[src/rtl/icache_pkg.sv]
// icache_pkg: shared instruction-cache types and default geometry
package icache_pkg;
  localparam int ICACHE_SETS = 16;
  localparam int ICACHE_IDX_W = $clog2(ICACHE_SETS);
  localparam int ICACHE_TAG_W = 30 - ICACHE_IDX_W;
  typedef enum logic {IDLE, FETCH} icache_state_t;
  typedef struct packed {
    logic [ICACHE_TAG_W-1:0] tag;
    logic [ICACHE_IDX_W-1:0] idx;
    logic [1:0] bytoff;
  } icachef_t;
  typedef struct packed {
    logic valid;
    logic [ICACHE_TAG_W-1:0] tag;
    logic [31:0] data;
  } icache_frame_t;
endpackage

[src/rtl/icache_if.sv]
// icache_if: datapath fetch port, memory fill port and statistics of the instruction cache
interface icache_if #(parameter int CNT_W = 32);
  logic imemREN, ihit, halt, iREN, iwait;
  logic [31:0] imemaddr, imemload, iaddr, iload;
  logic [CNT_W-1:0] hit_count, miss_count;
  modport slave (
    input imemREN, imemaddr, halt, iwait, iload,
    output ihit, imemload, iREN, iaddr, hit_count, miss_count
  );
  modport master (
    output imemREN, imemaddr, halt, iwait, iload,
    input ihit, imemload, iREN, iaddr, hit_count, miss_count
  );
endinterface

[src/rtl/icache.sv]
// icache: direct-mapped one-word-per-block read-only instruction cache with hit/miss statistics
module icache import icache_pkg::*; #(
  parameter int SETS = 16,
  parameter int CNT_W = 32
) (
  input logic CLK,
  input logic nRST,
  icache_if.slave dcif
);
  localparam int IDX_W = $clog2(SETS);
  localparam int TAG_W = 30 - IDX_W;
  icache_state_t state;
  logic [SETS-1:0] valid;
  logic [TAG_W-1:0] tags [SETS];
  logic [31:0] data [SETS];
  logic [TAG_W-1:0] tag;
  logic [IDX_W-1:0] idx;
  logic hit, miss, fill;
  logic [CNT_W-1:0] hit_cnt, miss_cnt;
  assign tag = dcif.imemaddr[31:IDX_W+2];
  assign idx = dcif.imemaddr[IDX_W+1:2];
  assign hit = dcif.imemREN && valid[idx] && tags[idx] == tag;
  assign miss = state == IDLE && dcif.imemREN && !hit;
  // fill uses the live address so a PC change mid-fill never writes a stale frame
  assign fill = state == FETCH && !dcif.iwait;
  always_comb begin
    dcif.ihit = nRST && state == IDLE && hit;
    dcif.imemload = dcif.ihit ? data[idx] : '0;
    dcif.iREN = nRST && state == FETCH;
    dcif.iaddr = {dcif.imemaddr[31:2], 2'b00};
    dcif.hit_count = hit_cnt;
    dcif.miss_count = miss_cnt;
  end
  always_ff @(posedge CLK)
    if (!nRST) begin
      state <= IDLE;
      valid <= '0;
      hit_cnt <= '0;
      miss_cnt <= '0;
    end else begin
      state <= miss ? FETCH : fill ? IDLE : state;
      if (fill) valid[idx] <= 1'b1;
      if (dcif.ihit && !dcif.halt && !(&hit_cnt)) hit_cnt <= hit_cnt + 1'b1;
      if (miss && !dcif.halt && !(&miss_cnt)) miss_cnt <= miss_cnt + 1'b1;
    end
  always_ff @(posedge CLK)
    if (nRST && fill) begin
      tags[idx] <= tag;
      data[idx] <= dcif.iload;
    end
endmodule

[src/flat_wrapper.sv]
// flat-port wrapper written by rule: the top's interface ports become plain ports
module icache_flat import icache_pkg::*;
#(
  parameter int SETS = 16,
  parameter int CNT_W = 32
)
  (CLK, nRST, dcif_imemREN, dcif_imemaddr, dcif_halt, dcif_iwait, dcif_iload, dcif_ihit, dcif_imemload, dcif_iREN, dcif_iaddr, dcif_hit_count, dcif_miss_count);
  icache_if #(.CNT_W(CNT_W)) dcif_i ();
  input logic CLK;
  input logic nRST;
  input wire logic [$bits(dcif_i.imemREN)-1:0] dcif_imemREN;
  input wire logic [$bits(dcif_i.imemaddr)-1:0] dcif_imemaddr;
  input wire logic [$bits(dcif_i.halt)-1:0] dcif_halt;
  input wire logic [$bits(dcif_i.iwait)-1:0] dcif_iwait;
  input wire logic [$bits(dcif_i.iload)-1:0] dcif_iload;
  output wire logic [$bits(dcif_i.ihit)-1:0] dcif_ihit;
  output wire logic [$bits(dcif_i.imemload)-1:0] dcif_imemload;
  output wire logic [$bits(dcif_i.iREN)-1:0] dcif_iREN;
  output wire logic [$bits(dcif_i.iaddr)-1:0] dcif_iaddr;
  output wire logic [$bits(dcif_i.hit_count)-1:0] dcif_hit_count;
  output wire logic [$bits(dcif_i.miss_count)-1:0] dcif_miss_count;
  assign dcif_i.imemREN = dcif_imemREN;
  assign dcif_i.imemaddr = dcif_imemaddr;
  assign dcif_i.halt = dcif_halt;
  assign dcif_i.iwait = dcif_iwait;
  assign dcif_i.iload = dcif_iload;
  assign dcif_ihit = dcif_i.ihit;
  assign dcif_imemload = dcif_i.imemload;
  assign dcif_iREN = dcif_i.iREN;
  assign dcif_iaddr = dcif_i.iaddr;
  assign dcif_hit_count = dcif_i.hit_count;
  assign dcif_miss_count = dcif_i.miss_count;
  icache #(.SETS(SETS), .CNT_W(CNT_W)) u_core (.CLK(CLK), .nRST(nRST), .dcif(dcif_i));
endmodule
[config.mk]
export PLATFORM = sky130hd
export DESIGN_NAME = icache_flat
export DESIGN_NICKNAME = d
export VERILOG_FILES = /design/src/rtl/icache_pkg.sv /design/src/rtl/icache_if.sv /design/src/rtl/icache.sv /design/src/flat_wrapper.sv
export SDC_FILE = /design/constraint.sdc
export NUM_CORES = 1
export LEC_CHECK = 0
export ABC_AREA = 0
export BUFFER_PORTS_ARGS = -buffer_cell sky130_fd_sc_hd__buf_2
export CAP_MARGIN = 20
export CORE_ASPECT_RATIO = 1.1
export CORE_MARGIN = 5
export CORE_UTILIZATION = 50
export CTS_CLUSTER_DIAMETER = 60
export CTS_CLUSTER_SIZE = 28
export DETAILED_ROUTE_END_ITERATION = 10
export PLACE_DENSITY = 0.65
export SYNTH_ARGS = -nofsm -noshare
export SYNTH_HDL_FRONTEND = slang
export SYNTH_SLANG_ARGS = --single-unit
[constraint.sdc]
create_clock -name CLK -period 7.2 [get_ports CLK]
set_clock_uncertainty 0.05 [all_clocks]
set_input_delay 0.36 -clock CLK [delete_from_list [all_inputs] [get_ports CLK]]
set_output_delay 0.36 -clock CLK [all_outputs]
set_load 0.005 [all_outputs]
==> Word-level counts from Yosys, hierarchy flattened <==
Memory sizes are Yosys's and may differ from the RTL's.
Index checks and enable logic that the tools add are counted.
{ "op_classes": {"n_addsub": 2, "n_mul": 0, "div": 0, "n_lt_le_gt_ge": 2, "eq_ne": 1, "shifts": 0, "muxes": 9, "bitwise_logic": 2, "n_reduce_logical": 22} }
{ "ops": {"columns": ["cell", "n"], "rows": [
  ["$add A32 B1 Y32 const B", 2],
  ["$reduce_and A32 Y1", 2],
  ["$mux W32", 1],
  ["$eq A26 B26 Y1", 1],
  ["$or A16 B16 Y16", 1],
  ["$logic_and A1 B1 Y1", 14],
  ["$mux W1", 6],
  ["$logic_not A1 Y1", 5],
  ["$lt A4 B5 Y1 const B", 1],
  ["$bmux W1 S4", 1],
  ["$demux W1 S4", 1],
  ["$ge A4 B1 Y1 const B", 1],
  ["$reduce_bool A2 Y1", 1],
  ["$not A1 Y1", 1]
]} }
{ "totals": {"reg_bits": 81, "latch_bits": 0, "ramBits": 928, "romBits": 0, "input_bits": 69, "output_inout_bits": 130, "word_cells": 44, "n_memories": 2} }
{ "memory_table": {"columns": ["memory", "words", "word_bits", "read_ports", "rd_clocked_by_memory_dff", "wr", "line_no", "text"], "rows": [
  ["u_core.data", 16, 32, 1, 0, 1, "icache.sv:15", "logic [31:0] data [SETS];"],
  ["u_core.tags", 16, 26, 1, 0, 1, "icache.sv:14", "logic [TAG_W-1:0] tags [SETS];"]
]} }

==> Logic depth before layout (Yosys ltp) <==
Gate-level depths: netlist of run 1.
{ "logic_depth": {"ltp_word": 8, "mapped_depth": 16, "depth_no_buf": 9} }

==> Worst setup path before layout of run 1 <==
No wires, ideal clock.
{ "synth_path": {"path_type": "input to register", "from": "input port dcif_imemaddr[4]", "to": "memory u_core.data[3][0], enable pin", "setup_time_ps": 548, "arrival_ps": 5279, "required_time_ps": 6602, "slack_ps": 1323, "stages": 5, "n_path_buf": 4, "path_cell_list": "clkbuf_1 > clkbuf_1 > clkbuf_1 > clkbuf_1 > nor3_1"} }
{ "synth_lines": {"columns": ["element", "line_no", "text"], "rows": [
  ["from (decl)", "flat_wrapper.sv:12", "input wire logic [$bits(dcif_i.imemaddr)-1:0] dcif_imemaddr;"],
  ["to (decl)", "icache.sv:15", null]
]} }
Straight into the memory's write port.

==> Final worst setup path of run 1 <==
{ "layout_path": {"from": "input port dcif_imemaddr[2]", "to": "output port dcif_imemload[31]"} }
{ "layout_between": {"elab_chain_cells": 6, "word_cells_on_any_way": 9, "classes_between": "1 x eq/ne; 3 x mux; 3 x reduce/logical; 2 x memory"} }
{ "layout_lines": {"columns": ["element", "line_no", "text"], "rows": [
  ["branches (longest 5 deep; another with $mem_v2 Z16 W26)", null, null],
  ["$mux W32 *", "icache.sv:28", "dcif.imemload = dcif.ihit ? data[idx] : '0;"],
  ["to (decl)", "flat_wrapper.sv:17", "output wire logic [$bits(dcif_i.imemload)-1:0] dcif_imemload;"]
]} }
Mark *: on every way between the ends. The select of a mux whose other input is x is not followed.

==> impl_metrics.yaml, run 1 <==
run_status:
  outcome: "finished, final reports clean"
pwr:
  comb_power_share: 0.051
  ir_worst_vdd_mv: 0.234
  power.switching_mw: 2.42
  power.density_mw_per_mm2: 240
  switching_share: 0.225
  p_int_mw: 8.37
  clock_power_share: 0.356
  power_leakage_nw: 14.6
  seqPwrFrac: 0.593
finish:
  fillerInstances: 6024
  finalNonFillerCells: 3364
  design_area_mm2: 0.0450
  postLayoutCoreUtil: 0.560
  multiInputGateArea_mm2: 0.0102
  synthToLayoutAreaGrowth_pct: 11.0
  layout-drive-gt1-share: 0.274
  nets: 2331
  seqCellArea_mm2: 0.0295
worst_setup_path:
  cp.required_ns: 6.79
  end_kind: "output pin"
  crit_type: "in2out"
  cp_max_fo: 64
  crit_arrival_ns: 4.90
  start_kind: "input pin"
placement:
  port_buffers: 194
  postPlaceCellArea_mm2: 0.0425
  dp.cells: 3220
  dp_hpwl_um: 50400
  place.gp.congestion: 0.865
detailed_routing:
  ant_nets: 0
  via_count: 20400
  wl_per_cell_um: 27.2
  detail_route.wirelength_um: 91400
  drc_errors: 0
  via_per_inst: 6.06
  dr.pass1.iters: 7
  drt_iter0_markers: 2068
flow_run:
  drv_cap: 0
yosys:
  ys_ff_latch: 1009
  synth_cell_type_count: 72
  synth_warnings: 0
  ys_seq_area_frac: 0.728
  async_flop_share: 0
  synth_flop_cell: "edfxtp_1"
  synth_area_leaders: "edfxtp_1 69%, mux4_2 14%, dfxtp_1 4.0%"
  yosys.area.top_type_share: 0.688
  synth-edff-count: 928
  syn_area_per_cell_um2: 19.5
  syn_area_mm2: 0.0405
  syn_inst: 2077
  yosysTopAreaCell: "edfxtp_1"
die:
  die_y_um: 309
  die_w_um: 281
  io_pins: 199
  core_area_mm2: 0.0803
  initial_core_util: 0.504
  die-area_mm2: 0.0868
  rows: 109
clock_network:
  worstSkewPairLatency_ns: 0.65
  clock_tree.root_cell: "clkbuf_16"
  clk_pin_slew_worst_paths_ns: 0.09
  cts_buffer_depth: 3
  cts_made_buffers: 57
  cts_resized: 0
  cts_tree: "built"
  htreeDepth: 2
  post_cts_buffers: 0
  clock-sinks: 1009
sta:
  hold_viol_final: 0
  drv_slew: 0
  final.min_clock_period_ns: 5.31
  whs_ns: 0.0478
  slew_headroom: 0.265
  finalCritPeriodShare: 0.738
  fmax_ghz: 0.188
  setup_viol: 0
  worst-slew-pin-transition_ns: 1.10
  grt_setup_unrepaired: "no"
  setup_tns_ns: 0
grt:
  grt_pass1_vias: 20800
  grt_pass1_wl_um: 137000
  grt_start_max_net_pins: 101
  gr-usage-all-layers: 0.209
  grt_antenna_before_repair: 7
  grt_overflow_total: 0
hold_path:
  min_path_type: "in2reg"
## per-layer routing
metal / vias up / GRT usage / wire length [um]
met2: 635 / 0.354 / 46300
li1: 8819 / - / -
met3: 124 / 0.0266 / 5600
met4: 2 / 0.0468 / 2100
met1: 10800 / 0.297 / 37400
met5: - / 0 / 11
## cells in the final DEF (no fill, tap or decap), types with 28 or more instances in the layout
cell type      instances
buf_4                 35
nand2b_1              43
nor2b_1               38
nor2_1                28
mux4_2               248
clkbuf_16             59
mux2i_1               96
dfxtp_1               81
dlygate4sd3_1         32
edfxtp_1             928
nand2_1              101
buf_2                189
## power by group through the flow
stage               sequential (mW)  clock (mW)  combinational [mW]
CTS                            6.40        3.93               0.562
global route                   6.40        4.15               0.598
global placement               6.53           0               0.536
finish                         6.40        3.84               0.554
detailed placement             6.53           0               0.546
floorplan                      6.54           0               0.350
## stage by stage
step / setup slack [ns] / total power, mW
floorplan: 1.32 / 6.89
global placement: 1.80 / 7.07
detailed placement: 1.74 / 7.08
CTS: 1.83 / 10.9
global route: 1.65 / 11.1
finish: 1.89 / 10.8
## synthesized netlist by cell type, types with 12 or more instances
cell      number
a21o_1        16
a21oi_1       18
a22oi_1       13
and3_1        12
buf_2         38
buf_4         45
clkbuf_1      50
dfxtp_1       81
edfxtp_1     928
inv_1         26
mux2i_1       96
mux4_2       248
nand2_1      101
nand2b_1      43
nand3_1       22
nor2_1        40
nor2b_1       38
nor4_1        27
o41ai_1       13
xnor2_1       15
xor2_1        19
## kinds of logic after synthesis
logic type | share of synthesized area
buffers and inverters | 0.0230
other | 0.0000926
and+or+nand+nor | 0.0474
xor gates and xnor gates | 0.00735
DFF | 0.728
AOI/OAI and AO/OA | 0.0291
muxes | 0.165
adders and majority gates | 0.000618
## state kept, by name, summed over array words and instances, names as in the netlist
signal / cells
u_core.dcif.hit_count: 32
u_core.data: 512
u_core.state: 1
u_core.dcif.miss_count: 32
u_core.tags: 416
u_core.valid: 16
## timing repair
action	in CTS	in global routing
hold buffers	32	0
setup endpoints to repair	0	0
endpoints found under the hold margin	443	0
## path summary, 6_finish.rpt
check / end / cells after the start / from / slack, ns
max: dcif_imemload[31] / 12 / dcif_imemaddr[2] / 1.89
min: u_core.data[15][24]$_DFFE_PP_ / 1 / dcif_iload[24] / 0.05
min reg2reg: u_core.valid[13]$_SDFFE_PN0P_ / 1 / u_core.valid[13]$_SDFFE_PN0P_ / 0.41
max reg2reg: u_core.dcif.hit_count[5]$_SDFFE_PN0P_ / 11 / u_core.tags[6][0]$_DFFE_PP_ / 3.42
## final cells by class
cell class	count	share of cell area
timing repair buffer	268	0.0391
clock inverter	45	0.0134
inverter	26	0.00223
antenna	4	0.000223
tap	1054	0.0293
clock buffer	60	0.0329
multi-input combinational	898	0.227
sequential	1009	0.656
## worst max-delay path, stage by stage
cell and delay (ns):
buf_8 0.50, buf_4 0.54, mux4_2 0.58, xnor2_1 0.29, o221ai_1 0.20, o21ai_0 0.26
nand3b_1 0.11, nor4_1 0.20, nand4_1 0.30, or3_2 0.90, nor2b_1 0.42, buf_2 0.19
Note: power is estimated with default switching activity, not from simulation.
==> run 2, diff against run 1 <==
Settings changed: PLACE_DENSITY 0.65 to 0.68.
Clock period 7.2 ns to 4.8 ns, I/O delays scaled along.
==> run 2 against run 1 <==
Against the previous run: sequential power up 50%; total power up 58%; core utilization up 1.1 points; combinational power up 55%; critical path depth unchanged; clock power up 71%; cell area up 2.0%; first-iteration DRC count down 7.3%; non-clock buffer count up 45; worst hold slack worse by 0.038 ns; worst setup slack worse by 1.6 ns.
==> impl_metrics.yaml, run 2 (same netlist as run 1, synthesis figures left out) <==
worst_setup_path:
  crit_slowest_cell: "or3_2"
  cpLargestDelayFamily: "simple AND/OR/NAND/NOR gates"
  cp_slowest_stage_delay_ns: 0.50
  r2r_slack_ns: 1.22
  cp.required_ns: 4.51
  start_kind: "register"
  reg2regPathDepth: 10
  crit_arrival_ns: 4.26
  cp_max_fo: 33
  r2r_end: "u_core.dcif.hit_count[1]$_SDFFE_PN0P_"
  crit_type: "reg2out"
  crit_start: "u_core.tags[1][22]$_DFFE_PP_"
  worstPathCellList: "mux4_2 > xor2_1 > a21oi_1 > o21ai_0 > o41ai_2 > buf_4 > o211a_1 > nand4_1 > or3_2 > buf_4 > nor2b_1 > buf_2"
  cpMostUsedCell: "buf_4"
  worst_r2r_startpoint: "u_core.dcif.hit_count[3]$_SDFFE_PN0P_"
  crit_buf_inv: 3
  end_kind: "output pin"
finish:
  top_regs: "u_core.data x512, u_core.tags x416"
  top_register: "u_core.data"
  synthToLayoutAreaGrowth_pct: 13.2
  final_cell_mix: "928 x edfxtp_1, 248 x mux4_2, 189 x buf_2"
  fillerInstances: 5907
  nets: 2387
  layout-drive-gt1-share: 0.286
  largest_reg_flops: 512
  final_common_cell: "edfxtp_1"
  design_area_mm2: 0.0458
  finalNonFillerCells: 3425
  antenna_cells: 0
  postLayoutCoreUtil: 0.571
grt:
  grt_pass1_wl_um: 138000
  gr-usage-all-layers: 0.211
  grt_overflow_total: 0
  grtUsageMet3: 0.0307
  grt_most_used_layer: "met2"
  use_met1: 0.296
  grt_antenna_before_repair: 4
  grt_start_max_net_pins: 75
  grt_pass1_vias: 21300
  met2_usage: 0.360
placement:
  port_buffers: 194
  dp.cells: 3245
  dp_hpwl_um: 51300
  place.gp.congestion: 0.850
  postPlaceCellArea_mm2: 0.0428
pwr:
  comb_power_share: 0.051
  power.switching_mw: 3.86
  p_int_mw: 13.2
  finalPower_mw: 17.0
  switching_share: 0.227
  seqPwrFrac: 0.564
  power_leakage_nw: 15.1
  ir_worst_vdd_mv: 0.273
  power.density_mw_per_mm2: 371
  clock_power_share: 0.386
sta:
  worst-slew-pin-transition_ns: 0.931
  fmax_ghz: 0.220
  drv_slew: 0
  whs_ns: 0.0101
  final.min_clock_period_ns: 4.55
  setup_viol: 0
  slew_headroom: 0.378
  grt_setup_unrepaired: "no"
  finalCritPeriodShare: 0.948
  hold_viol_final: 0
hold_path:
  hp-start: "dcif_imemaddr[25]"
  hold_end: "u_core.tags[11][19]$_DFFE_PP_"
  min_path_type: "in2reg"
  whs_path_depth: 1
clock_network:
  cts_tree: "built"
  worstSkewPairLatency_ns: 0.64
  clock_tree.root_cell: "clkbuf_16"
  cts_resized: 0
  htreeDepth: 3
  clk_pin_slew_worst_paths_ns: 0.10
  cts_made_buffers: 68
  cts_buffer_depth: 3
  clock-sinks: 1009
detailed_routing:
  via_per_inst: 6.07
  dr.pass1.iters: 5
  via_count: 20800
  wl_per_cell_um: 26.8
  detail_route.wirelength_um: 91700
  drt_iter0_markers: 1917
  ant_nets: 0
  drc_errors: 0
die:
  die_w_um: 281
  core_area_mm2: 0.0803
  rows: 109
  die-area_mm2: 0.0868
  initial_core_util: 0.504
  io_pins: 199
  die_y_um: 309
flow_run:
  drv_cap: 0
run_status:
  outcome: "finished, final reports clean"
## run 2: metrics by stage
step                      TNS [ns]  setup slack, ns
final                            0            0.250
after CTS                        0            0.254
after floorplan            -224.33           -0.957
after global routing             0           0.0666
after global placement           0            0.484
after detailed placement         0            0.410
## run 2: layer usage
metal	wire length, um	vias to the layer above
li1	-	8946
met1	37600	11000
met2	46900	701
met3	5640	113
met4	1590	4
met5	25	-
## run 2: timing repair
item,4_1_cts,5_1_grt
hold endpoints to repair,811,0
endpoints found under the setup margin,0,0
setup buffers,0,0
hold buffers,55,0
## run 2: area by class of cell
cell class | instances | area, um2 | area share
well taps | 1054 | 1320 | 0.0288
clock buffers | 70 | 1750 | 0.0382
clock inverters | 55 | 787 | 0.0172
flip-flops and latches | 1009 | 29500 | 0.643
repair buffers | 313 | 2190 | 0.0478
multi-input cells | 898 | 10200 | 0.223
inverters | 26 | 98.8 | 0.00216
## run 2: how the worst max path moves through the flow
stage | depth (start not counted) | endpoint
floorplan | 5 | u_core.data[3][0]$_DFFE_PP_
global placement | 13 | dcif_imemload[10]
detailed placement | 13 | dcif_imemload[19]
CTS | 12 | dcif_imemload[19]
global route | 12 | dcif_imemload[19]
finish | 12 | dcif_imemload[19]
## run 2: worst reg2reg max path, delay by kind of cell (launching register included)
kind,cells,cell delay [ns]
and+or+nand+nor,7,1.83
DFF,1,0.46
AOI/OAI and AO/OA,1,0.35
buffers and inverters,1,0.49
muxes,1,0.28
## run 2: power by group through the flow
stage / logic, mW / registers (mW) / clock network [mW]
after floorplan: 0.525 / 9.80 / 0
after global placement: 0.812 / 9.80 / 0
after detailed placement: 0.830 / 9.80 / 0
after CTS: 0.872 / 9.60 / 6.70
after global routing: 0.926 / 9.60 / 7.09
final: 0.861 / 9.60 / 6.57
